### src/rtl/pc_core.sv
// pc_core: RV32I program-counter register with combinational PC+4, previous PC and update counter.
// Define PC_ALIGN_CHECK_EN to force word alignment of loaded PCs and raise a sticky misalignment flag.
module pc_core #(
  parameter int unsigned       XLEN         = 32,
  parameter logic [XLEN-1:0]   RESET_VECTOR = '0,
  parameter int unsigned       CNT_W        = 32
) (
  input  logic             i_clk,
  input  logic             i_rst_n,
  input  logic [XLEN-1:0]  i_pc_next,
  output logic [XLEN-1:0]  o_pc,
  output logic [XLEN-1:0]  o_pc_plus4,
  output logic [XLEN-1:0]  o_pc_prev,
  output logic [CNT_W-1:0] o_upd_cnt,
  output logic             o_misalign_err
);

  localparam logic [XLEN-1:0]  PC_STEP  = XLEN'(4);
  localparam logic [CNT_W-1:0] CNT_STEP = CNT_W'(1);

  logic [XLEN-1:0]  pc_q, pc_d;
  logic [XLEN-1:0]  pc_prev_q;
  logic [CNT_W-1:0] upd_cnt_q;

`ifdef PC_ALIGN_CHECK_EN
  logic misalign_err_q, misalign_err_d;

  // NOTE: every variable written here gets a default first, so no latch is inferred.
  always_comb begin
    pc_d           = i_pc_next;
    misalign_err_d = misalign_err_q;
    if (i_pc_next[1:0] != 2'b00) begin
      pc_d           = {i_pc_next[XLEN-1:2], 2'b00};
      misalign_err_d = 1'b1;
    end
  end

  assign o_misalign_err = misalign_err_q;
`else
  always_comb begin
    pc_d = i_pc_next;
  end

  assign o_misalign_err = 1'b0;
`endif

  // NOTE: sequential state uses non-blocking assignments so every register samples pre-edge values.
  always_ff @(posedge i_clk or negedge i_rst_n) begin
    if (!i_rst_n) begin
      pc_q           <= RESET_VECTOR;
      pc_prev_q      <= RESET_VECTOR;
      upd_cnt_q      <= '0;
`ifdef PC_ALIGN_CHECK_EN
      misalign_err_q <= 1'b0;
`endif
    end else begin
      pc_q           <= pc_d;
      pc_prev_q      <= pc_q;
      upd_cnt_q      <= upd_cnt_q + CNT_STEP;
`ifdef PC_ALIGN_CHECK_EN
      misalign_err_q <= misalign_err_d;
`endif
    end
  end

  // Wraps modulo 2^XLEN by virtue of the XLEN-bit sum.
  assign o_pc_plus4 = pc_q + PC_STEP;
  assign o_pc       = pc_q;
  assign o_pc_prev  = pc_prev_q;
  assign o_upd_cnt  = upd_cnt_q;

endmodule

### config.mk
export PLATFORM = sky130hd
export DESIGN_NAME = pc_core
export DESIGN_NICKNAME = d
export VERILOG_FILES = /design/src/rtl/pc_core.sv
export SDC_FILE = /design/constraint.sdc
export NUM_CORES = 1
export LEC_CHECK = 0
export CAP_MARGIN = 10
export CORE_MARGIN = 1
export CORE_UTILIZATION = 30
export CTS_BUF_LIST = sky130_fd_sc_hd__clkbuf_4
export DETAILED_ROUTE_END_ITERATION = 8
export GPL_TIMING_DRIVEN = 0
export PLACE_DENSITY_LB_ADDON = 0.08
export SYNTH_ARGS = -nofsm -noshare
export SYNTH_HDL_FRONTEND = slang
export SYNTH_SLANG_ARGS = --single-unit
### constraint.sdc
create_clock -name i_clk -period 2.2 [get_ports i_clk]
set_input_delay 0.44 -clock i_clk [delete_from_list [all_inputs] [get_ports i_clk]]
set_output_delay 0.44 -clock i_clk [all_outputs]
set_load 0.005 [all_outputs]
# Yosys cells after proc, flatten, opt, wreduce, memory -nomap -nowiden

Cells that the tools add are included.

Add/subtract/negate cells: 2

Operators with widths:

| operator                                                        | count |
|---|---|
| 32-bit by 1-bit adder with 32-bit output, second input constant | 1 |
| 32-bit by 3-bit adder with 32-bit output, second input constant | 1 |

Register bits: 96
Input bits: 34
Output and inout port bits: 129
Word-level logic and storage cells: 5

# Depth between registers and ports, before layout

Depth in word-level cells: 1
Gate-level depth with buffers: 5
Gate-level depth less buffers: 5

# Worst setup path before layout

OpenSTA, ideal clock, no wires.

Kind: reg2out
Start point: reg pc_q[2], in the netlist o_pc[2]
End point: out o_pc_plus4[30]
Data arrival time: 1.608 ns
Required time: 1.760 ns
Slack: 0.152 ns
Cell stages (with the launch flop): 6
Path buffers: 0
Cell sequence: dfrtp_1 ha_1 nand4_1 or4_4 nor4_2 xor2_1

Longest elaborated chain between the ends: 1

RTL lines:

| item                                     | RTL line | RTL |
|---|---|---|
| start, declared                          | 21       | `logic [XLEN-1:0] pc_q, pc_d;` |
| start signal, assigned                   | 57       | `pc_q <= pc_d;` |
| 32-bit by 3-bit adder with 32-bit output | 67       | `assign o_pc_plus4 = pc_q + PC_STEP;` |
| end, declared                            | 12       | `output logic [XLEN-1:0] o_pc_plus4,` |

Every way passes these cells.

# Worst setup path after layout

Start point: reg pc_q[6], in the netlist o_pc[6]
End point: out o_pc_plus4[16]

The elaborated chain is that of the path after synthesis.

==> results.ini <==
[clock_network]
cts_buffers = 9
path_clk_slew_ns = 0.14
clock-sinks = 96
ctsLongestPathBuffers = 2
cts_root_buffer = clkbuf_4
cts_tree = built
clk_latency_ns = 0.45
h-tree-depth = 3

[worst_setup_path]
cpPeakStageDelay_ns = 0.56
crit_arrival_ns = 2.21
cp_num_buf_inv = 4
cp_max_fo = 4
cp-start-kind = flip-flop
crit_slowest_cell = or4_4
worst-setup-path-type = flip-flop to output port
cp_data_required_time_ns = 1.76
endpoint_kind = output port
critical-path-top-delay-family = simple AND/OR/NAND/NOR gates
critPathLaunch = o_pc[6]$_DFF_PN0_
worstReg2RegStart = o_upd_cnt[8]$_DFF_PN0_
crit_path_frequent_cell = buf_6
crit_path_cell_trace = nand4_4 > or4_4 > buf_4 > buf_6 > buf_6 > xnor2_2 > buf_2

[place]
dp.cells = 579
dp_hpwl_mm = 6.701
place_congestion = 0.7490
placement.io_buffers = 161
placed_area_mm2 = 0.005456

[finish]
layout-drive-gt1-share_pct = 29.32
synthToLayoutAreaGrowth_pct = 68.83
stdcell_area_mm2 = 0.006147
nNetsFinal = 529
mostFrequentLayoutCell = clkdlybuf4s50_1
fin_cells = 641
diodes = 0
layout_common_cells = clkdlybuf4s50_1, dfrtp_1, xnor2_1

[sta]
finalSetupViolCount = 22
slew_violations = 0
finalSetupTns_ns = -6.281
slew_headroom_pct = 58.05
min_period_over_period_pct = 120.4
rsz0062_at_grt = true
fmax_ghz = 0.3774
finalHoldViolCount = 0
finClkSkew_ns = 0.007877
worst_pin_slew_ns = 0.6293
fin_crit_ns = 2.650
setup_ws_ns = -0.4497

[synthesis]
syn_nets = 310
syn_avg_cell_area_um2 = 13.29
synthCells = 274
synth.largest_area_cell = dfrtp_1
ys_top_cells_by_area = dfrtp_1, xnor2_1, xor2_1
ys_seq_area_share_pct = 65.98
yosys_warnings = 0
synth-seq-cells = 96
synth_area_mm2 = 0.003641
synth_top_cell_area_share_pct = 65.98
ys_types = 27

[route]
antenna_left = 0
num_vias = 2877
viasPerCell = 4.488
drc = 14
dr.pass1.iters = 7
wirelength_mm = 10.11
wl_per_cell_um = 15.78
drtIter0Drc = 59

[floorplan]
start_util_pct = 31.35
pin_count = 163
die_h_um = 112.2
core_mm2 = 0.01161
row_count = 39
fp.dieArea_mm2 = 0.01258
fp.dieW_um = 112.2

[status]
failed_checks = design-rule violations, negative setup slack
status = complete, but fails checks

[grt]
antenna_found_initial = 0
grt-ovfl-total = 0
grt_max_degree = 50
grt_pass1_wl_mm = 15.82
grt_pass1_vias = 2907
grt_usage_pct = 16.54

[run]
max_cap_viol_count = 0

[pwr]
peakVddDrop_v = 0.0004075
power_density_mw_per_mm2 = 540.5
p_leak_nw = 2.695

[min_path]
min_path_type = primary input to flip-flop
hp-start = i_pc_next[12]

worst paths after layout:
| check | end | slack, ns | cells after the start |
|---|---|---|---|
| worst max-delay path | o_pc_plus4[16] | -0.45 | 7 |
| worst min-delay path | o_pc[12]$_DFF_PN0_ | 0.40 | 1 |
| worst max register to register | o_upd_cnt[26]$_DFF_PN0_ | 0.34 | 5 |
| worst min register to register | o_pc_prev[1]$_DFF_PN0_ | 0.42 | 0 |
| max in group asynchronous | o_pc[12]$_DFF_PN0_ | 1.02 | 3 |
| min in group asynchronous | o_pc[7]$_DFF_PN0_ | 0.52 | 2 |
flip-flops by register name, indices dropped and copies added, names as in the netlist:
| register | cells |
|---|---|
| o_pc_prev | 32 |
| o_pc | 32 |
| o_upd_cnt | 32 |
report_power, final:
part	switching, mW	internal [mW]	total (mW)
clock network	0.592	0.460	1.05
registers	0.0493	1.83	1.87
logic	0.148	0.247	0.395
layout make-up:
class / instances / area [µm²]
buffer: 5 / 38.79
clock buffer: 9 / 67.56
clock inverter: 7 / 96.34
fill: 1036 / 5466
inverter: 6 / 22.52
multi-input combinational: 166 / 1394
sequential: 96 / 2416
tap: 143 / 178.9
timing repair buffer: 209 / 1933
cell families after synthesis:
logic type / share of synthesized area, %
buffers and inverters: 1.615
adder cells (fa/ha/maj): 0.6872
other: 0.1030
AND/OR/NAND/NOR: 17.66
flip-flops: 65.98
XOR/XNOR: 13.95
cells in the mapped netlist:
| cell | instances |
|---|---|
| nor4_2 | 3 |
| buf_2 | 2 |
| nand4_2 | 2 |
| and2_2 | 1 |
| ha_1 | 2 |
| nor4_1 | 2 |
| nand3_1 | 26 |
| nor2_1 | 10 |
| and4_1 | 5 |
| conb_1 | 1 |
| or3_1 | 1 |
| nor3_2 | 1 |
| buf_4 | 3 |
| nand4_1 | 15 |
| and3_2 | 4 |
| dfrtp_1 | 96 |
| inv_1 | 6 |
| or4_4 | 1 |
| nand4b_1 | 1 |
| xor2_1 | 16 |
| and3_1 | 7 |
| and2_1 | 3 |
| xnor2_1 | 42 |
| nand2_1 | 17 |
| clkbuf_1 | 1 |
| nor3_1 | 4 |
| nor4_4 | 2 |
metal layers:
layer | part of all wire [%] | vias to the layer above | GRT usage, % | routed length, µm
li1 | - | 1371 | - | -
met1 | 41 | 1412 | 20.60 | 4187
met2 | 51 | 92 | 27.04 | 5174
met3 | 7.0 | 2 | 5.994 | 712
met4 | 0.38 | 0 | 4.800 | 38
met5 | 0 | - | 0 | 0
per-stage QoR:
stage               utilization [%]  power, mW  worst slack, ns  hold slack, ns
finish                        52.93      3.322          -0.4497          0.3959
global route                  52.93      3.486          -0.6198          0.3193
CTS                           51.48      3.386          -0.5993          0.3315
detailed placement            46.98      2.270          -0.5914          0.3877
global placement              46.77      2.264           -2.927          0.3823
floorplan                         -      1.959           0.1519          0.1444
what timing repair did:
item,in CTS,in global routing
setup endpoints to repair,29,29
hold endpoints to repair,48,0
gates resized for setup,150,36
cloned,0,0
setup buffers,37,11
pin swaps,34,19
hold buffers,1,0
Note: power is estimated with default switching activity, not from simulation.
